<file path="src/rtl/dmi_jtag_dr_ctrl.sv">
// DMIACCESS data-register stage of the debug transport module.
// Takes the TAP capture/shift/update strobes for the DMIACCESS register and
// builds {addr, data, op} DMI requests from them. It issues each request to the
// debug module over valid/ready and collects the response. It also keeps the
// sticky dmistat error that the TAP reports in DTMCS.
//
// Ports
//   tck_i, rst_i         : test clock, synchronous active-high reset
//   test_logic_reset_i   : TAP is in Test-Logic-Reset (clears dr_q and error)
//   capture_dr_i / shift_dr_i / update_dr_i : TAP DR strobes
//   dmi_access_i         : the IR selects DMIACCESS; it gates all three strobes
//   dmi_reset_i          : dtmcs.dmireset, clears the sticky error
//   dmi_tdi_i / dmi_tdo_o: serial in / serial out (dmi_tdo_o = dr_q[0])
//   dmi_error_o          : sticky error (0 none, 2 op failed, 3 busy)
//   dmi_req_*            : request channel to the debug module
//   dmi_resp_*           : response channel from the debug module
module dmi_jtag_dr_ctrl #(
  parameter int unsigned AddrWidth = 7
) (
  input  logic                 tck_i,
  input  logic                 rst_i,
  input  logic                 test_logic_reset_i,
  input  logic                 capture_dr_i,
  input  logic                 shift_dr_i,
  input  logic                 update_dr_i,
  input  logic                 dmi_access_i,
  input  logic                 dmi_reset_i,
  input  logic                 dmi_tdi_i,
  output logic                 dmi_tdo_o,
  output logic [1:0]           dmi_error_o,
  output logic                 dmi_req_valid_o,
  input  logic                 dmi_req_ready_i,
  output logic [AddrWidth-1:0] dmi_req_addr_o,
  output logic [31:0]          dmi_req_data_o,
  output logic [1:0]           dmi_req_op_o,
  input  logic                 dmi_resp_valid_i,
  output logic                 dmi_resp_ready_o,
  input  logic [31:0]          dmi_resp_data_i,
  input  logic [1:0]           dmi_resp_resp_i
);

  localparam int unsigned DataWidth = 32;
  localparam int unsigned OpWidth   = 2;
  localparam int unsigned DrWidth   = AddrWidth + DataWidth + OpWidth;

  localparam logic [1:0] OpRead     = 2'd1;
  localparam logic [1:0] OpWrite    = 2'd2;
  localparam logic [1:0] ErrNone    = 2'd0;
  localparam logic [1:0] ErrFailed  = 2'd2;
  localparam logic [1:0] ErrBusy    = 2'd3;

  typedef enum logic [2:0] {
    Idle,
    Read,
    WaitRead,
    Write,
    WaitWrite
  } state_e;

  state_e                 state_q;
  logic [DrWidth-1:0]     dr_q;
  logic [AddrWidth-1:0]   addr_q;
  logic [DataWidth-1:0]   data_q;
  logic [1:0]             error_q;
  logic                   req_valid_q;
  logic                   resp_ready_q;
  logic [1:0]             req_op_q;

  logic                   acc_capture;
  logic                   acc_shift;
  logic                   acc_update;
  logic                   in_idle;
  logic                   resp_fire;
  logic                   busy_hit;
  logic [1:0]             cap_err;
  logic [1:0]             error_d;

  // Strobes only count while the IR selects DMIACCESS
  assign acc_capture = dmi_access_i & capture_dr_i;
  assign acc_shift   = dmi_access_i & shift_dr_i;
  assign acc_update  = dmi_access_i & update_dr_i;
  assign in_idle     = (state_q == Idle);
  assign resp_fire   = ((state_q == WaitRead) || (state_q == WaitWrite)) & dmi_resp_valid_i;
  // A capture or update that arrives while a transaction is in flight counts as busy
  assign busy_hit    = (acc_capture | acc_update) & ~in_idle;

  // The captured op field already shows busy if this capture is the one that raises it
  assign cap_err = ((error_q == ErrNone) && !in_idle) ? ErrBusy : error_q;

  // Sticky error update. The two clears override any error raised in the same cycle.
  always_comb begin
    error_d = error_q;
    if (error_q == ErrNone) begin
      if (busy_hit) begin
        error_d = ErrBusy;
      end else if (resp_fire && (dmi_resp_resp_i != 2'd0)) begin
        error_d = ErrFailed;
      end
    end
    if (test_logic_reset_i) begin
      error_d = ErrNone;
    end
    if (dmi_reset_i) begin
      error_d = ErrNone;
    end
  end

  // Shift register, request fields and the transaction FSM
  always_ff @(posedge tck_i) begin
    if (rst_i) begin
      state_q      <= Idle;
      dr_q         <= '0;
      addr_q       <= '0;
      data_q       <= '0;
      error_q      <= ErrNone;
      req_valid_q  <= 1'b0;
      resp_ready_q <= 1'b0;
      req_op_q     <= 2'd0;
    end else begin
      error_q <= error_d;

      if (test_logic_reset_i) begin
        dr_q <= '0;
      end else if (acc_capture) begin
        dr_q <= {addr_q, data_q, cap_err};
      end else if (acc_shift) begin
        dr_q <= {dmi_tdi_i, dr_q[DrWidth-1:1]};
      end

      case (state_q)
        Idle: begin
          // An update is dropped while an error is pending
          if (acc_update && (error_q == ErrNone)) begin
            addr_q <= dr_q[DrWidth-1 -: AddrWidth];
            if (dr_q[OpWidth-1:0] == OpRead) begin
              state_q     <= Read;
              req_valid_q <= 1'b1;
              req_op_q    <= OpRead;
            end else if (dr_q[OpWidth-1:0] == OpWrite) begin
              state_q     <= Write;
              req_valid_q <= 1'b1;
              req_op_q    <= OpWrite;
              data_q      <= dr_q[OpWidth +: DataWidth];
            end
          end
        end
        Read, Write: begin
          if (dmi_req_ready_i) begin
            state_q      <= (state_q == Read) ? WaitRead : WaitWrite;
            req_valid_q  <= 1'b0;
            req_op_q     <= 2'd0;
            resp_ready_q <= 1'b1;
          end
        end
        WaitRead, WaitWrite: begin
          if (dmi_resp_valid_i) begin
            if (state_q == WaitRead) begin
              data_q <= dmi_resp_data_i;
            end
            state_q      <= Idle;
            resp_ready_q <= 1'b0;
          end
        end
        default: begin
          state_q      <= Idle;
          req_valid_q  <= 1'b0;
          resp_ready_q <= 1'b0;
          req_op_q     <= 2'd0;
        end
      endcase
    end
  end

  assign dmi_tdo_o        = dr_q[0];
  assign dmi_error_o      = error_q;
  assign dmi_req_valid_o  = req_valid_q;
  assign dmi_req_addr_o   = addr_q;
  assign dmi_req_data_o   = data_q;
  assign dmi_req_op_o     = req_op_q;
  assign dmi_resp_ready_o = resp_ready_q;

endmodule
</file>
<file path="config.mk">
export PLATFORM = sky130hd
export DESIGN_NAME = dmi_jtag_dr_ctrl
export DESIGN_NICKNAME = d
export VERILOG_FILES = /design/src/rtl/dmi_jtag_dr_ctrl.sv
export SDC_FILE = /design/constraint.sdc
export NUM_CORES = 1
export LEC_CHECK = 0
export ABC_AREA = 1
export CORE_ASPECT_RATIO = 1.2
export CORE_MARGIN = 4
export CORE_UTILIZATION = 55
export DETAILED_ROUTE_END_ITERATION = 10
export PLACE_DENSITY = 0.86
export SETUP_SLACK_MARGIN = 0.5
export SYNTH_ARGS = -nofsm -noshare
export SYNTH_HDL_FRONTEND = slang
export SYNTH_SLANG_ARGS = --single-unit
</file>
<file path="constraint.sdc">
create_clock -name tck_i -period 4 [get_ports tck_i]
set_input_delay 1.2 -clock tck_i [delete_from_list [all_inputs] [get_ports tck_i]]
set_output_delay 1.2 -clock tck_i [all_outputs]
set_load 0.005 [all_outputs]
</file>
==> results.cfg, run 1 <==
[run_status]
status = completed

[sta]
clock.fmax_ghz = 0.354
slew_headroom_pct = 30.1
maxSlewViolCount = 0
setup_viol = 0
worstMarginPinSlew_ps = 1050
worst_slack_ps = 1180
clock_skew_ps = 9.03
fin_crit_ps = 2820
hold_viol = 0
tns_ps = 0
rsz0062_at_grt = no
fin_crit_sh_pct = 70.6

[synth]
synth_edf_count = 0
synth-seq-cells = 89
netlist.area_leader.share_pct = 40.4
ys_seq_area_share_pct = 40.4
synth_top_area_cell = dfxtp_1
synth_ff_type = dfxtp_1
synth.area.top_cells = dfxtp_1, nand2_1, nand3_1, nor2_1, inv_1
syn_nets = 743
syn_inst = 698
synth_cell_types = 24
post-synth-top-count-cell = nand2_1
synth.avg_cell_area_um2 = 6.32
synth_common_cells = nand2_1, dfxtp_1, nor2_1
ys.warnings.count = 0
synthArstFlopShare_pct = 0
syn_area_um2 = 4410

[drt]
wl_um = 11800
first_pass_iters = 5
drcViolationCount = 0
drtIter0Drc = 286
drt-wirelength-per-cell_um = 13.7
avgViaCountPerCell = 5.38
ant_nets = 0
dr_total_vias = 4641

[place]
dpl.hpwl_um = 7560
io_buffers = 90
pre_cts_slack_ps = 836
place_congestion = 0.812

[worst_setup_path]
crit_fanout = 64
reg2reg_from = state_q[2]
ff2ff_setup_slack_ps = 1280
worst_setup_path_end_kind = flip-flop
crit_path_start_kind = input pin
crit_start = dmi_access_i
crit_type = input pin to flip-flop
crit_end = dmi_req_data_o[30]
crit_arrival_ps = 3110
reg2reg_to = dmi_req_valid_o
reg2regPathDepth = 5
required_ps = 4290

[finish]
layout.nets = 811
drive_above_1_share_pct = 4.15
multi_input_area_um2 = 2100
antenna_cells = 0
synthToLayoutAreaGrowth_pct = 25.0
fill_cells = 665
regArea_um2 = 1780

[clock_network]
cts_root_buf = clkbuf_8
htreeDepth = 3
clockBufferDepth = 2
cts_resized = 0
cts_tree = built
clk_latency_ps = 360
cts_sinks = 89
cts_buffers = 9
cts_hold_buf = 0
cts_setup_buffers = 0
clk_pin_slew_ps = 90

[die]
rows = 35
die-area_um2 = 9530
coreArea_um2 = 7750
dieWidth_um = 89.8
die_y_um = 106
pin_count = 91
start_util_pct = 56.9

[job]
cap_violations = 0

[grt]
grt_overflow = 0
first_global_vias = 4508
antenna_found_initial = 0
grt_max_degree = 65
track_usage_pct = 24.7
grt_pass1_wl_um = 19700

[power_and_ir_drop]
peakVddDrop_uv = 330
pwr_density_cell_nw_per_um2 = 579
p_leak_uw = 0.00272
p_total_uw = 3200

[hold_path]
hold_class = flip-flop to flip-flop
-- routing by layer --
layer / GRT usage, % / wire [um]
met4: 11.2 / 264
met5: 0 / 0
met3: 4.46 / 710
met1: 27.5 / 4900
met2: 45.8 / 5970
-- worst min-delay path by stage --
stage / start / end / cells past startpoint
floorplan: dmi_resp_ready_o / dmi_resp_ready_o / 2
global placement: dmi_resp_ready_o / dmi_resp_ready_o / 2
detailed placement: dmi_resp_ready_o / dmi_resp_ready_o / 2
CTS: dmi_resp_ready_o / dmi_resp_ready_o / 2
global route: dmi_resp_ready_o / dmi_resp_ready_o / 2
finish: dmi_resp_ready_o / dmi_resp_ready_o / 2
-- cell type report --
class	count	area share, %
multi-input combinational	478	38.1
sequential	89	32.3
timing repair buffer	96	17.1
inverter	92	6.26
clock buffer	10	2.49
tap	92	2.09
clock inverter	6	1.63
-- worst max-delay path, cell delays in order --
cell	delay [ps]
clkdlybuf4s50_1	500
nand2_1	90
nor2_1	180
nand2_1	70
nand2_1	100
nand3_4	520
nand2_1	240
nand2_1	70
nor2_1	120
-- cell usage in the layout, fill, tap and decap left out --
cell type / synthesis / final
o21bai_1: 1 / 1
clkinvlp_4: 0 / 1
clkinv_4: 0 / 1
a31oi_1: 1 / 1
nand3_2: 1 / 1
inv_1: 87 / 87
or2_1: 2 / 2
bufinv_16: 0 / 2
o21ai_0: 9 / 9
o211ai_1: 33 / 33
nor2_1: 89 / 88
nand2_2: 1 / 1
o311ai_1: 1 / 1
inv_2: 5 / 5
a21oi_1: 9 / 9
clkinv_2: 0 / 1
o21ai_1: 2 / 2
nand2_1: 244 / 244
buf_4: 2 / 6
nand3_4: 1 / 1
nor2_2: 0 / 1
clkbuf_8: 0 / 10
nand3_1: 82 / 82
clkdlybuf4s50_1: 0 / 90
dfxtp_1: 89 / 89
inv_6: 0 / 1
o22ai_1: 1 / 1
a21oi_4: 1 / 1
-- sequential cells by signal (all words and copies together), names as in the netlist --
signal,cells
dmi_resp_ready_o,1
dmi_error_o,2
state_q,3
dmi_req_data_o,32
dmi_req_valid_o,1
dmi_req_addr_o,7
dmi_req_op_o,2
dr_q,41
-- where the power goes --
part	leakage, uW	total, uW	switching (uW)	internal [uW]
combinational	0.00188	1370	840	535
sequential	0.000725	1120	95.4	1030
clock	0.000113	699	328	371
-- stage by stage --
stage                     util, %  cell area (um^2)  hold slack, ps  cells
final                        71.2              5520             470    863
after detailed placement     68.2              5290             462    847
after global placement       68.2              5290             450    847
after CTS                    71.2              5520             476    863
after floorplan                 -              4410             450    698
after global routing         71.2              5520             499    863
-- cells by family (layout without fill, tap and decap cells) --
group | after synthesis | in the layout | synth area share, %
buffers and inverters | 131 | 204 | 12.0
AOI/OAI and AO/OA | 58 | 58 | 8.90
and+or+nand+nor | 420 | 420 | 38.7
DFF | 89 | 89 | 40.4
Power figures use the tool's default switching activity.
==> run 2: changes to the inputs <==
--- a/config.mk
+++ b/config.mk
@@ -8,9 +8,9 @@
 export ABC_AREA = 1
 export CORE_ASPECT_RATIO = 1.2
 export CORE_MARGIN = 4
-export CORE_UTILIZATION = 55
+export CORE_UTILIZATION = 46
 export DETAILED_ROUTE_END_ITERATION = 10
-export PLACE_DENSITY = 0.86
+export PLACE_DENSITY = 0.77
 export SETUP_SLACK_MARGIN = 0.5
 export SYNTH_ARGS = -nofsm -noshare
 export SYNTH_HDL_FRONTEND = slang
==> constraint.sdc (replaced) <==
create_clock -name tck_i -period 2.55 [get_ports tck_i]
set_input_delay 0.765 -clock tck_i [delete_from_list [all_inputs] [get_ports tck_i]]
set_output_delay 0.765 -clock tck_i [all_outputs]
set_load 0.005 [all_outputs]
==> run 2 against run 1 <==
  * Sequential cell count stayed put
  * Clock skew grew 9.0 ps
  * Global-route usage decreased by 3.4 points
  * Critical path type is now flip-flop to output pin
  * Setup slack got worse by 640 ps
  * Via count decreased by 2.4%
  * Sequential share of layout area fell by 0.98 points
  * Cell area rose by 3.9%
  * Sequential power increased by 57%
  * Power up 63%
  * First-iteration DRC count fell by 13%
  * Clock power up 63%
==> results.cfg, run 2 (synthesis gave the netlist of run 1 again) <==
[finish]
final_core_util_pct = 62.1
multi_input_area_um2 = 2120
largest_reg_flops = 41
drive_above_1_share_pct = 6.79
layout.nets = 821
antenna_cells = 0
fill_cells = 866
design_area_um2 = 5730
regArea_um2 = 1790
final_cell_mix = nand2_1, clkdlybuf4s50_1, inv_1, nor2_1
synthToLayoutAreaGrowth_pct = 29.9
final_common_cell = nand2_1
regMostFlops = dr_q

[worst_setup_path]
required_ps = 1790
reg2reg_to = dmi_req_data_o[8]
reg2reg_from = state_q[2]
reg2regPathDepth = 7
crit_fanout = 5
crit_path_start_kind = flip-flop
timing.critical_path.cells = clkdlybuf4s50_1
crit_start = dr_q[0]
cp.depth = 1
crit_arrival_ps = 1250
crit_type = flip-flop to output pin
crit_end = dmi_tdo_o
path_buf_inv = 1
cp_top_family = buffers and inverters
ff2ff_setup_slack_ps = 800
cp_slowest_cell = clkdlybuf4s50_1
worst_setup_path_end_kind = output pin
slowest_delay_ps = 500

[sta]
hold_viol = 0
worstMarginPinSlew_ps = 590
setup_viol = 0
fin_crit_ps = 2010
clock_skew_ps = 18.0
tns_ps = 0
worst_slack_ps = 537
slew_headroom_pct = 60.6
rsz0062_at_grt = yes
clock.fmax_ghz = 0.497
maxSlewViolCount = 0
fin_crit_sh_pct = 78.9
whs_ps = 490

[place]
pre_cts_slack_ps = 130
dpl.hpwl_um = 8050
place_congestion = 0.844
io_buffers = 90
dpl-instance-area_um2 = 5460

[die]
dieWidth_um = 97.4
coreArea_um2 = 9220
start_util_pct = 47.8
rows = 38
die_y_um = 115
die-area_um2 = 11200
pin_count = 91

[drt]
drcViolationCount = 0
first_pass_iters = 4
wl_um = 11800
drt-wirelength-per-cell_um = 13.1
dr_total_vias = 4530
avgViaCountPerCell = 5.03
ant_nets = 0
drtIter0Drc = 248

[grt]
antenna_found_initial = 0
grt_max_degree = 40
first_global_vias = 4442
grt_pass1_wl_um = 20100
grt_overflow = 0
track_usage_pct = 21.3

[run_status]
status = completed

[power_and_ir_drop]
peakVddDrop_uv = 558
pwr_density_cell_nw_per_um2 = 910
p_leak_uw = 0.00280

[clock_network]
cts_tree = built
clk_latency_ps = 360
clk_pin_slew_ps = 100
cts_root_buf = clkbuf_8
htreeDepth = 3
clockBufferDepth = 2
cts_buffers = 9
cts_sinks = 89
cts_hold_buf = 0

[job]
cap_violations = 0

[hold_path]
holdPathStages = 2
hold_class = flip-flop to flip-flop
-- run 2: timing repair --
item | in CTS | in global routing
setup endpoints to repair | 27 | 52
gates resized for setup | 2 | 11
pin swaps | 0 | 1
endpoints found under the hold margin | 0 | 0
cloned | 0 | 0
setup buffers | 0 | 1
-- run 2: cell type report --
cell class              instances  area share (%)
repair buffers                106            18.9
inverters                      92            6.07
multi-input cells             478            36.9
clock inverters                 5            1.51
well taps                     120            2.62
clock buffers                  11            2.64
flip-flops and latches         89            31.3
-- run 2: routing by layer --
metal,track usage [%],up-vias,share of wire [%]
met5,0,-,0
met4,7.02,0,1.7
met3,2.91,15,4.5
met2,38.1,129,49
met1,26.7,2069,44
li1,-,2317,-
-- run 2: how the worst min path moves through the flow --
| stage | startpoint | endpoint |
|---|---|---|
| floorplan | dmi_resp_ready_o | dmi_resp_ready_o |
| global placement | dmi_req_valid_o | dmi_req_valid_o |
| detailed placement | dmi_resp_ready_o | dmi_resp_ready_o |
| CTS | dr_q[40] | dmi_req_addr_o[6] |
| global route | dr_q[40] | dmi_req_addr_o[6] |
| finish | dr_q[40] | dmi_req_addr_o[6] |
-- run 2: stage by stage --
stage	instances	total power [uW]
global placement	884	3990
global route	901	5610
finish	901	5210
floorplan	698	3260
detailed placement	884	4050
CTS	900	5190
-- run 2: where the power goes --
group / switching [uW] / total, uW / internal, uW / leakage, uW
Combinational: 1330 / 2300 / 970 / 0.00196
Clock: 532 / 1140 / 613 / 0.000120
Sequential: 146 / 1760 / 1620 / 0.000728
==> run 3: changes to the inputs <==
==> constraint.sdc (replaced) <==
create_clock -name tck_i -period 1.7 [get_ports tck_i]
set_input_delay 0.51 -clock tck_i [delete_from_list [all_inputs] [get_ports tck_i]]
set_output_delay 0.51 -clock tck_i [all_outputs]
set_load 0.005 [all_outputs]
==> run 3 against run 2 <==
  * Sequential share of layout area fell by 4.2 points
  * Cell area is 19% higher
  * Combinational power increased to 2.5 times the previous value
  * Largest power group unchanged
  * Final cell count grew 6.7%
  * First-iteration DRC count rose by 31%
  * Sequential cell count unchanged
  * Clock power is 32% higher
==> results.cfg, run 3 (synthesis gave the netlist of run 1 again) <==
[run_status]
status = completed

[power_and_ir_drop]
p_leak_uw = 0.00341
swShare_pct = 39.7
clkPwrFrac_pct = 15.1
peakVddDrop_uv = 697
combinationalPowerShare_pct = 57.8
p_seq_share_pct = 27.1
p_int_uw = 6040
pwr_density_cell_nw_per_um2 = 1470
p_sw_uw = 3980

[finish]
layout.nets = 882
fin_cells = 961
synthToLayoutAreaGrowth_pct = 54.6
final_cell_mix = nand2_1, inv_1, nand3_1
largest_reg_flops = 41
antenna_cells = 0
drive_above_1_share_pct = 32.5
final_common_cell = nand2_1
regMostFlops = dr_q

[sta]
maxSlewViolCount = 0
worst_slack_ps = 111
setup_viol = 0
fin_crit_sh_pct = 93.5
fin_crit_ps = 1590
rsz0062_at_grt = yes
worstMarginPinSlew_ps = 338
clock_skew_ps = 5.75
tns_ps = 0
clock.fmax_ghz = 0.629
hold_viol = 0
slew_headroom_pct = 77.5

[clock_network]
htreeDepth = 3
cts_hold_buf = 0
cts_tree = built
cts_sinks = 89
clk_latency_ps = 370
clk_pin_slew_ps = 90
clockBufferDepth = 2
cts_buffers = 9
cts_root_buf = clkbuf_8

[hold_path]
holdPathStages = 2
hold_class = flip-flop to flip-flop
holdPathEnd = dmi_req_valid_o
min_from = dmi_req_valid_o

[worst_setup_path]
reg2regPathDepth = 8
crit_path_start_kind = flip-flop
crit_type = flip-flop to flip-flop
required_ps = 2000
reg2reg_from = state_q[2]
path_common_cell = nand2_1
cp_top_family = simple AND/OR/NAND/NOR gates
slowest_delay_ps = 390
crit_arrival_ps = 1890
worst_setup_path_end_kind = flip-flop
path_buf_inv = 2
cp_slowest_cell = dfxtp_4
crit_fanout = 10
timing.critical_path.cells = or2_4 > buf_12 > nand2_8 > bufbuf_16 > nand2_1 > nand2_1 > nor2_2 > nor2_1
ff2ff_setup_slack_ps = 110
reg2reg_to = dmi_req_data_o[21]

[die]
start_util_pct = 47.8
rows = 38
pin_count = 91
dieWidth_um = 97.4
die_y_um = 115
coreArea_um2 = 9220
die-area_um2 = 11200

[place]
place_congestion = 0.842
pre_cts_slack_ps = -257
io_buffers = 90
dp_cells = 901
dpl.hpwl_um = 8490

[grt]
track_usage_pct = 24.6
first_global_vias = 4981
grt_max_degree = 23
grt_overflow = 0
antenna_found_initial = 0
grt_pass1_wl_um = 22800

[drt]
drt-wirelength-per-cell_um = 15.7
wl_um = 15100
dr_total_vias = 5121
drcViolationCount = 0
drtIter0Drc = 326
first_pass_iters = 5
avgViaCountPerCell = 5.33
ant_nets = 0

[job]
cap_violations = 0
run 3: cell count changes in the layout (fill, tap and decap cells not counted), sizes merged:
| cell | before | now |
|---|---|---|
| inv | 93 | 92 |
| dlygate4sd2 | 0 | 5 |
| bufinv | 2 | 1 |
| clkbuf | 11 | 18 |
| clkdlybuf4s50 | 90 | 37 |
| buf | 16 | 117 |
| clkdlybuf4s15 | 0 | 1 |
| bufbuf | 0 | 1 |
run 3: power groups by stage:
stage	registers, uW	logic [uW]	clock network [uW]
detailed placement	2690	3600	0
CTS	2680	4590	1510
global route	2750	6240	1610
floorplan	2670	2360	0
global placement	2680	3510	0
finish	2710	5790	1510
run 3: layout make-up:
cell class	instances	area, um^2
multi-input combinational	478	2460
clock inverter	3	40.0
clock buffer	12	155
timing repair buffer	167	1810
inverter	92	365
tap	120	150
fill	658	2400
sequential	89	1850
run 3: worst min-delay path: cells and delay by family (launching register included):
kind	cells	cell delay [ps]
and+or+nand+nor	1	70
AOI/OAI and AO/OA	1	50
DFF	1	330
run 3: how the worst max path moves through the flow:
stage,slack (ps),start,end,cells after the start
finish,110,state_q[2],dmi_req_data_o[21],8
global route,-9,dr_q[0],dmi_req_data_o[21],12
CTS,210,dmi_error_o[0],dmi_req_data_o[22],12
detailed placement,-260,dmi_access_i,dr_q[39],10
global placement,-230,dmi_access_i,dr_q[39],10
floorplan,380,state_q[1],dmi_req_data_o[11],7
run 3: timing repair:
action	4_1_cts	5_1_grt
cloned	5	4
gates resized for setup	284	115
setup buffers	28	8
endpoints found under the setup margin	135	135
pin swaps	10	26
endpoints found under the hold margin	0	0
run 3: stage by stage:
| stage | power (uW) | hold WS, ps | utilization, % | area [um^2] |
|---|---|---|---|---|
| after CTS | 8770 | 488 | 67.8 | 6250 |
| after detailed placement | 6290 | 482 | 61.5 | 5670 |
| after floorplan | 5030 | 449 | - | 4550 |
| final | 10000 | 492 | 73.9 | 6820 |
| after global routing | 10600 | 512 | 73.9 | 6820 |
| after global placement | 6190 | 448 | 61.5 | 5670 |
run 3: metal layers:
| layer | wire length (um) | track usage, % |
|---|---|---|
| met2 | 7770 | 44.7 |
| met1 | 5840 | 28.9 |
| met3 | 989 | 3.94 |
| met4 | 457 | 10.5 |
| met5 | 0 | 0 |
